File: src/rtl/ps2_kb_controller.sv
// PS/2 keyboard receive controller for the CPLD I/O window.
// Conditions KB_CLK/KB_DATA, captures 11-bit frames with a start/data/parity/stop
// FSM guarded by a watchdog, buffers good scan codes in a FIFO and serves the
// DATA/STATUS registers to the CPU read path.
module ps2_kb_controller #(
  parameter int FIFO_DEPTH = 8,
  parameter int FILTER_LEN = 4,
  parameter int TIMEOUT    = 4096
) (
  input  logic       CLK,
  input  logic       RST,
  input  logic       KB_CLK,
  input  logic       KB_DATA,
  input  logic       RD_STB,
  input  logic       ADDR0,
  output logic [7:0] DOUT,
  output logic       IRQ
);

  localparam int PTR_W = $clog2(FIFO_DEPTH);
  localparam int CNT_W = PTR_W + 1;
  localparam int FLT_W = $clog2(FILTER_LEN + 1);
  localparam int WD_W  = $clog2(TIMEOUT + 1);

  typedef enum logic [1:0] {
    ST_IDLE   = 2'd0,
    ST_DATA   = 2'd1,
    ST_PARITY = 2'd2,
    ST_STOP   = 2'd3
  } state_t;

  // Odd parity over data plus parity bit: a good frame has an odd number of ones.
  function automatic logic odd_parity(input logic [7:0] data, input logic par);
    return ^{data, par};
  endfunction

  logic             clk_meta_r, clk_sync_r, data_meta_r, data_sync_r;
  logic             filt_clk_r;
  logic [FLT_W-1:0] filt_cnt_r;
  logic             filt_change_s, fall_s;
  state_t           state_r, state_next_s;
  logic [2:0]       bitcnt_r;
  logic [7:0]       shift_r;
  logic             parity_ok_r;
  logic [WD_W-1:0]  wd_cnt_r;
  logic             timeout_s;
  logic             push_req_s, perr_set_s, ferr_set_s, to_set_s;
  logic [7:0]       mem_r [FIFO_DEPTH];
  logic [PTR_W-1:0] wr_ptr_r, rd_ptr_r;
  logic [CNT_W-1:0] count_r, count_next_s;
  logic             full_s, rxav_s, pop_s, push_ok_s, ovf_set_s, status_rd_s;
  logic             to_r, ferr_r, perr_r, ovf_r;
  logic             to_next_s, ferr_next_s, perr_next_s, ovf_next_s;
  logic [7:0]       status_s, read_data_s;

  // Two-flop synchronisers, reset high so reset release never looks like a falling edge.
  always_ff @(posedge CLK or posedge RST) begin
    if (RST) begin
      clk_meta_r  <= 1'b1;
      clk_sync_r  <= 1'b1;
      data_meta_r <= 1'b1;
      data_sync_r <= 1'b1;
    end else begin
      clk_meta_r  <= KB_CLK;
      clk_sync_r  <= clk_meta_r;
      data_meta_r <= KB_DATA;
      data_sync_r <= data_meta_r;
    end
  end

  // The filtered clock flips only on the FILTER_LEN-th consecutive differing sample.
  assign filt_change_s = (clk_sync_r != filt_clk_r) && (filt_cnt_r == FLT_W'(FILTER_LEN - 1));
  assign fall_s        = filt_change_s & filt_clk_r;

  // Glitch filter on the synchronised PS/2 clock.
  always_ff @(posedge CLK or posedge RST) begin
    if (RST) begin
      filt_clk_r <= 1'b1;
      filt_cnt_r <= FLT_W'(0);
    end else if (clk_sync_r == filt_clk_r) begin
      filt_cnt_r <= FLT_W'(0);
    end else if (filt_change_s) begin
      filt_clk_r <= clk_sync_r;
      filt_cnt_r <= FLT_W'(0);
    end else begin
      filt_cnt_r <= filt_cnt_r + FLT_W'(1);
    end
  end

  assign timeout_s = (state_r != ST_IDLE) && !fall_s && (wd_cnt_r == WD_W'(TIMEOUT - 1));

  // Watchdog: measures the gap between falling edges while a frame is in progress.
  always_ff @(posedge CLK or posedge RST) begin
    if (RST) begin
      wd_cnt_r <= WD_W'(0);
    end else if ((state_r == ST_IDLE) || fall_s || timeout_s) begin
      wd_cnt_r <= WD_W'(0);
    end else begin
      wd_cnt_r <= wd_cnt_r + WD_W'(1);
    end
  end

  // Frame FSM state register.
  always_ff @(posedge CLK or posedge RST) begin
    if (RST) begin
      state_r <= ST_IDLE;
    end else begin
      state_r <= state_next_s;
    end
  end

  // Frame FSM next state: advances on fall events, aborts to IDLE on watchdog expiry.
  always_comb begin
    state_next_s = state_r;
    if (timeout_s) begin
      state_next_s = ST_IDLE;
    end else if (fall_s) begin
      case (state_r)
        ST_IDLE:   state_next_s = data_sync_r ? ST_IDLE : ST_DATA;
        ST_DATA:   state_next_s = (bitcnt_r == 3'd7) ? ST_PARITY : ST_DATA;
        ST_PARITY: state_next_s = ST_STOP;
        ST_STOP:   state_next_s = ST_IDLE;
        default:   state_next_s = ST_IDLE;
      endcase
    end else begin
      state_next_s = state_r;
    end
  end

  // Frame FSM outputs: push / error strobes produced at the stop-bit fall event.
  always_comb begin
    push_req_s = 1'b0;
    perr_set_s = 1'b0;
    ferr_set_s = 1'b0;
    to_set_s   = timeout_s;
    if (fall_s && (state_r == ST_STOP)) begin
      push_req_s = parity_ok_r & data_sync_r;
      perr_set_s = ~parity_ok_r;
      ferr_set_s = ~data_sync_r;
    end else begin
      push_req_s = 1'b0;
    end
  end

  // Frame datapath: bit counter, LSB-first shifter and parity result.
  always_ff @(posedge CLK or posedge RST) begin
    if (RST) begin
      bitcnt_r    <= 3'd0;
      shift_r     <= 8'h00;
      parity_ok_r <= 1'b0;
    end else if (fall_s) begin
      case (state_r)
        ST_IDLE:   bitcnt_r <= 3'd0;
        ST_DATA: begin
          shift_r  <= {data_sync_r, shift_r[7:1]};
          bitcnt_r <= bitcnt_r + 3'd1;
        end
        ST_PARITY: parity_ok_r <= odd_parity(shift_r, data_sync_r);
        default:   bitcnt_r <= bitcnt_r;
      endcase
    end else begin
      bitcnt_r <= bitcnt_r;
    end
  end

  assign full_s      = (count_r == CNT_W'(FIFO_DEPTH));
  assign rxav_s      = (count_r != CNT_W'(0));
  assign pop_s       = RD_STB & ~ADDR0 & rxav_s;
  assign status_rd_s = RD_STB & ADDR0;
  assign push_ok_s   = push_req_s & (~full_s | pop_s);
  assign ovf_set_s   = push_req_s & full_s & ~pop_s;
  assign to_next_s   = to_set_s   | (to_r   & ~status_rd_s);
  assign ferr_next_s = ferr_set_s | (ferr_r & ~status_rd_s);
  assign perr_next_s = perr_set_s | (perr_r & ~status_rd_s);
  assign ovf_next_s  = ovf_set_s  | (ovf_r  & ~status_rd_s);
  assign status_s    = {2'b00, to_r, ferr_r, perr_r, ovf_r, full_s, rxav_s};
  assign read_data_s = ADDR0 ? status_s : (rxav_s ? mem_r[rd_ptr_r] : 8'h00);

  // FIFO occupancy after this cycle's push/pop.
  always_comb begin
    count_next_s = count_r;
    case ({push_ok_s, pop_s})
      2'b10:   count_next_s = count_r + CNT_W'(1);
      2'b01:   count_next_s = count_r - CNT_W'(1);
      default: count_next_s = count_r;
    endcase
  end

  // Scan-code FIFO storage and pointers.
  always_ff @(posedge CLK or posedge RST) begin
    if (RST) begin
      for (int i = 0; i < FIFO_DEPTH; i++) begin
        mem_r[i] <= 8'h00;
      end
      wr_ptr_r <= PTR_W'(0);
      rd_ptr_r <= PTR_W'(0);
      count_r  <= CNT_W'(0);
    end else begin
      if (push_ok_s) begin
        mem_r[wr_ptr_r] <= shift_r;
        wr_ptr_r        <= wr_ptr_r + PTR_W'(1);
      end
      if (pop_s) begin
        rd_ptr_r <= rd_ptr_r + PTR_W'(1);
      end
      count_r <= count_next_s;
    end
  end

  // Sticky flags, registered read data and interrupt request.
  always_ff @(posedge CLK or posedge RST) begin
    if (RST) begin
      to_r   <= 1'b0;
      ferr_r <= 1'b0;
      perr_r <= 1'b0;
      ovf_r  <= 1'b0;
      DOUT   <= 8'h00;
      IRQ    <= 1'b0;
    end else begin
      to_r   <= to_next_s;
      ferr_r <= ferr_next_s;
      perr_r <= perr_next_s;
      ovf_r  <= ovf_next_s;
      DOUT   <= RD_STB ? read_data_s : DOUT;
      IRQ    <= (count_next_s != CNT_W'(0)) | ovf_next_s | perr_next_s | ferr_next_s | to_next_s;
    end
  end

endmodule

File: config.mk
export PLATFORM = sky130hd
export DESIGN_NAME = ps2_kb_controller
export DESIGN_NICKNAME = d
export VERILOG_FILES = /design/src/rtl/ps2_kb_controller.sv
export SDC_FILE = /design/constraint.sdc
export NUM_CORES = 1
export LEC_CHECK = 0
export CAP_MARGIN = 20
export CORE_MARGIN = 2
export CORE_UTILIZATION = 34
export DETAILED_ROUTE_END_ITERATION = 7
export GPL_TIMING_DRIVEN = 0
export PLACE_DENSITY_LB_ADDON = 0.2
export SLEW_MARGIN = 10
export SYNTH_ARGS = -nofsm -noshare
export SYNTH_HDL_FRONTEND = slang
export SYNTH_SLANG_ARGS = --single-unit
File: constraint.sdc
create_clock -name CLK -period 12.7 [get_ports CLK]
set_clock_uncertainty 0.15 [all_clocks]
set_input_delay 2.54 -clock CLK [delete_from_list [all_inputs] [get_ports CLK]]
set_output_delay 2.54 -clock CLK [all_outputs]
set_load 0.02 [all_outputs]
After elaboration in Yosys (flattened, before gate mapping)
Index checks and enable logic that the tools add are counted.
{"block": "totals", "wordCells": 119, "register_bits": 122, "in_bits": 6}
{"block": "op_classes", "n_mux": 21, "bitwise_logic": 30, "reduce_logical": 19, "order_cmp": 3, "addsub": 7, "n_eq_ne": 11}
{"operator": "$bwmux W64", "n": 1}
{"operator": "$mux W8", "n": 5}
{"operator": "$bmux W8 S3", "n": 1}
{"operator": "$demux W8 S3", "n": 1}
{"operator": "$add A13 B1 Y13 const B", "n": 1}
{"operator": "$eq A13 B12 Y1 const B", "n": 1}
{"operator": "$mux W13", "n": 1}
{"operator": "$add A3 B1 Y3 const B", "n": 4}
{"operator": "$and A1 B1 Y1", "n": 12}
{"operator": "$or A1 B1 Y1", "n": 9}
{"operator": "$reduce_xor A9 Y1", "n": 1}
{"operator": "$ge A4 B4 Y1 const B", "n": 2}
{"operator": "$not A3 Y4", "n": 2}
{"operator": "$pmux W2 S4", "n": 1}
{"operator": "$pmux W4 S2", "n": 1}
{"operator": "$reduce_and A2 Y1", "n": 4}
{"operator": "$reduce_bool A4 Y1", "n": 2}
{"operator": "$not A1 Y1", "n": 7}
{"operator": "$eq A2 B2 Y1 const B", "n": 3}
{"operator": "$mux W2", "n": 3}
{"operator": "$mux W3", "n": 2}
{"operator": "$pmux W3 S2", "n": 1}
{"operator": "$reduce_bool A2 Y1", "n": 3}
{"operator": "$logic_and A1 B1 Y1", "n": 5}
{"operator": "13 further kinds", "n": 18}

Longest topological paths before layout
{"block": "depth", "word_depth": 13, "depth_mapped": 14, "ltp_nobuf": 13}

Worst setup path before layout
No wires, ideal clock.
{"block": "synth_timing", "kind": "input -> register", "from": "input ADDR0", "to": "register IRQ", "t_arrival_ps": 5095, "required_time_ps": 12412, "slack_ps": 7317, "stages": 13, "cell_sequence": "clkbuf_1 nand2b_1 and3_1 nor3_4 inv_2 ha_1 xor2_1 ha_1 a21oi_1 xor2_1 nor2_1 xor2_1 or4_1"}
{"block": "synth_via", "elab_chain_cells": 12, "word_cells_on_any_way": 25}
{"element": "start: declaration", "line": "15", "source": "input logic ADDR0,"}
{"element": "$not A1 Y1 *", "line": "168", "source": "assign pop_s = RD_STB & ~ADDR0 & rxav_s;"}
{"element": "$and A1 B1 Y1 * (2 in series)", "line": "168"}
{"element": "$or A1 B1 Y1", "line": "170", "source": "assign push_ok_s = push_req_s & (~full_s | pop_s);"}
{"element": "$and A1 B1 Y1", "line": "170"}
{"element": "$eq A2 B1 Y1 or $eq A2 B2 Y1 (tied branches)", "line": "182", "source": "case ({push_ok_s, pop_s})"}
{"element": "$pmux W4 S2 *", "line": "182"}
{"element": "net count_next_s[2]", "line": "50", "source": "logic [CNT_W-1:0] count_r, count_next_s;"}
{"element": "$reduce_bool A4 Y1 *", "line": "225", "source": "IRQ <= (count_next_s != CNT_W'(0)) | ovf_next_s | perr_next_s | ferr_next_s | to_next_s;"}
{"element": "$or A1 B1 Y1 * (4 in series)", "line": "225"}
{"element": "end signal: assignment", "line": "225"}
{"element": "end: declaration", "line": "17", "source": "output logic IRQ"}
The timed path passes the listed nets; every way through them passes the cells marked *.
A chain may end at the register's enable or synchronous reset.

Worst setup path after layout
{"block": "layout_timing", "from": "input RD_STB", "to": "register IRQ"}
{"block": "layout_via", "elab_chain_cells": 11, "word_cells_on_any_way": 24}
{"element": "start: declaration", "line": "14", "source": "input logic RD_STB,"}
{"element": "$and A1 B1 Y1 * (2 in series)", "line": "168"}
{"element": "net pop_s", "line": "51", "source": "logic full_s, rxav_s, pop_s, push_ok_s, ovf_set_s, status_rd_s;"}
{"element": "$or A1 B1 Y1", "line": "170"}
{"element": "$and A1 B1 Y1", "line": "170"}
{"element": "$eq A2 B1 Y1 or $eq A2 B2 Y1 (tied branches)", "line": "182"}
{"element": "$pmux W4 S2 *", "line": "182"}
{"element": "net count_next_s[2]", "line": "50"}
{"element": "$reduce_bool A4 Y1 *", "line": "225"}
{"element": "$or A1 B1 Y1 * (4 in series)", "line": "225"}
Marked as above.

==> impl_metrics.env <==
export IMPL_synth_edff_count=0
export IMPL_share_comb_of_total_power_pct=15.6
export IMPL_fmax_ghz=0.178
export IMPL_ys_seq_area_share_pct=55.2
export IMPL_ant_nets=0
export IMPL_rsz0062_at_grt="false"
export IMPL_netlist_instances=421
export IMPL_fin_crit_sh_pct=44.3
export IMPL_core_area_sq_um=15900
export IMPL_synth_flop_cell="dfrtp_1"
export IMPL_worstPathArrival_ps=5750
export IMPL_hold_buffers=0
export IMPL_dp_slack_ps=6670
export IMPL_initial_core_util_pct=34.9
export IMPL_total_power_mw=1.09
export IMPL_insertedDiodeCount=0
export IMPL_synth_nets=436
export IMPL_nNetsFinal=469
export IMPL_grt_usage_pct=13.7
export IMPL_ctsRootBufferMaster="clkbuf_16"
export IMPL_synthToLayoutAreaGrowth_pct=18.6
export IMPL_worst_ep_required_time_ps=12820
export IMPL_seq_power_share_pct=39.7
export IMPL_wire_per_inst_um=16.2
export IMPL_cts_tree="built"
export IMPL_cts_num_sinks=122
export IMPL_clkLatencyLatePin_ps=410
export IMPL_p_int_mw=0.807
export IMPL_rows=46
export IMPL_viasPerCell=4.85
export IMPL_cellPowerDensity_nw_per_um2=165
export IMPL_status="completed"
export IMPL_syn_area_sq_um=5540
export IMPL_max_cap_viol_count=0
export IMPL_critPathCaptureType="flop"
export IMPL_relSlewSlack_pct=36.7
export IMPL_die_w_um=132
export IMPL_place_congestion=0.736
export IMPL_grt_max_degree=72
export IMPL_cts_resized=0
export IMPL_gr_total_overflow=0
export IMPL_cts_path_max_buffers=2
export IMPL_ir_worst_vdd_uv=94.2
export IMPL_setup_violations=0
export IMPL_grt_pass1_vias=3370
export IMPL_grt_first_pass_wirelength_mm=18.3
export IMPL_post_cts_setup_buffers=0
export IMPL_layout_drive_gt1_share_pct=28.1
export IMPL_first_pass_iters=4
export IMPL_dpl_hpwl_mm=7.30
export IMPL_htreeDepth=4
export IMPL_drc=0
export IMPL_fp_dieH_um=132
export IMPL_synth_seq_cells=122
export IMPL_setup_slack_ps=7070
export IMPL_sw_frac_of_total_pct=25.6
export IMPL_yosysTopAreaCell="dfrtp_1"
export IMPL_startpoint_type="primary input"
export IMPL_hp_class="reg -> reg"
export IMPL_cts_made_buffers=17
export IMPL_io_pins=15
export IMPL_drtIter0Drc=149
export IMPL_switching_power_mw=0.278
export IMPL_tightest_slew_ps=945
export IMPL_yosysTopAreaCellShare_pct=52.8
export IMPL_tns_ps=0
export IMPL_hold_viol=0
export IMPL_fin_crit_ps=5630
export IMPL_yosysUniqueCellTypes=44
export IMPL_slew_violations=0
export IMPL_synth_warnings=0
export IMPL_clockPowerShare_pct=44.7
export IMPL_path_class="in -> reg"
export IMPL_die_area_sq_um=17300
export IMPL_async_reset_ff_share_pct=100
export IMPL_power_leakage_nw=2.97
export IMPL_routed_via_count=3315
export IMPL_antenna_found_initial=0
export IMPL_synthTopCellsByArea="dfrtp_1 (53%), mux2_2 (15%), mux4_2 (6.5%), xnor2_1 (3.2%), dfstp_2 (2.4%)"
export IMPL_syn_area_per_cell_sq_um=13.2
export IMPL_cts_clk_slew_worst_paths_ps=50
export IMPL_critPathMaxFanout=9
export IMPL_portBuffers=13
export IMPL_routed_wl_mm=11.1
## cell usage in the layout, fill, tap and decap left out, types with 3 or more instances in the layout
cell type / count
clkinv_2: 3
o22ai_1: 5
nand3b_1: 3
dfstp_2: 5
clkbuf_8: 3
dfrtp_1: 117
buf_1: 4
inv_1: 10
mux2i_1: 7
mux4_2: 16
nand3_1: 8
a21oi_1: 4
o21ai_0: 16
nand2_1: 28
mux2_2: 73
xor2_1: 8
clkbuf_16: 17
nor2_1: 24
nand4_1: 4
clkbuf_1: 24
xnor2_1: 20
nor4_1: 3
bufinv_16: 3
nor2b_1: 3
nand4b_1: 3
clkdlybuf4s50_1: 13
and3_1: 4
ha_1: 9
## through the flow
step | hold slack (ps) | util, % | std cells | cell area (sq um)
after global placement | 200 | 37.4 | 650 | 5940
after CTS | 204 | 41.4 | 683 | 6570
after floorplan | 195 | - | 421 | 5540
after global routing | 205 | 41.4 | 683 | 6570
after detailed placement | 199 | 37.6 | 651 | 5970
final | 204 | 41.4 | 683 | 6570
## power by group through the flow
stage	logic [mW]	clock network (mW)	registers [mW]
2_1_floorplan	0.122	0	0.437
3_3_place_gp	0.168	0	0.437
3_5_place_dp	0.172	0	0.437
4_1_cts	0.173	0.498	0.431
5_1_grt	0.187	0.516	0.434
6_report	0.170	0.485	0.431
## per-layer routing
metal  track usage [%]  wire length [um]  up-vias  share of wire, %
li1                  -                 -     1570                 -
met1              18.5              5410     1695                49
met2              21.0              5170       36                47
met3              4.01               307       14               2.8
met4              5.13               192        0               1.7
met5                 0                 0        -                 0
## final timing paths
| path | startpoint | endpoint | slack (ps) | cells after the start |
|---|---|---|---|---|
| worst max-delay path | RD_STB | IRQ | 7070 | 13 |
| worst min-delay path | data_meta_r | data_sync_r | 200 | 0 |
| worst max register to register | count_r[0] | IRQ | 8650 | 13 |
| worst min register to register | data_meta_r | data_sync_r | 200 | 0 |
| max in group asynchronous | RST | count_r[3] | 9300 | 3 |
| min in group asynchronous | RST | mem_r[37] | 2390 | 2 |
## state kept, by name, indices dropped and copies added (netlist names)
register	flops
shift_r	8
perr_r	1
mem_r	64
IRQ	1
data_meta_r	1
to_r	1
ovf_r	1
state_r	2
parity_ok_r	1
clk_sync_r	1
rd_ptr_r	3
data_sync_r	1
DOUT	8
filt_cnt_r	3
wd_cnt_r	13
filt_clk_r	1
clk_meta_r	1
bitcnt_r	3
wr_ptr_r	3
count_r	4
ferr_r	1
## kinds of logic after synthesis
kind of cell | Yosys count | share of synthesized area [%]
XOR/XNOR | 28 | 4.43
AO/OA/AOI/OAI | 34 | 3.68
buffers and inverters | 36 | 2.46
flip-flops | 122 | 55.2
adder cells (fa/ha/maj) | 9 | 2.03
multiplexers | 97 | 22.8
AND/OR/NAND/NOR | 95 | 9.39
## cell usage after synthesis (all sizes together), types with 2 or more instances
cell type and number:
dfrtp 117, mux2 74, nand2 28, nor2 24, xnor2 20, clkbuf 19
mux4 16, o21ai 16, inv 12, ha 9, nand3 8, xor2 8
mux2i 7, buf 5, dfstp 5, o22ai 5, a21oi 4, and3 4
nand4 4, nand3b 3, nand4b 3, nor2b 3, nor3 3, nor4 3
a22o 2, nand2b 2, nor4b 2, or2 2, or4 2
## cell type report
| type | instances | area, sq um |
|---|---|---|
| Tap cell | 216 | 270 |
| Clock buffer | 25 | 485 |
| Multi-Input combinational cell | 263 | 2350 |
| Sequential cell | 122 | 3060 |
| Fill cell | 1538 | 9310 |
| Clock inverter | 7 | 114 |
| Inverter | 12 | 50.0 |
| Buffer | 24 | 91.3 |
| Timing Repair Buffer | 14 | 158 |
## worst max-delay path, cell delays in order
cell and delay [ps]:
clkdlybuf4s50_1 510, o41ai_1 180, or2_2 220, clkbuf_1 370, inv_1 200, ha_1 320
xor2_1 170, ha_1 180, a21oi_1 150, xor2_1 170, nor2_1 70, xor2_1 160
or4_1 520
Note: power is estimated with default switching activity, not from simulation.
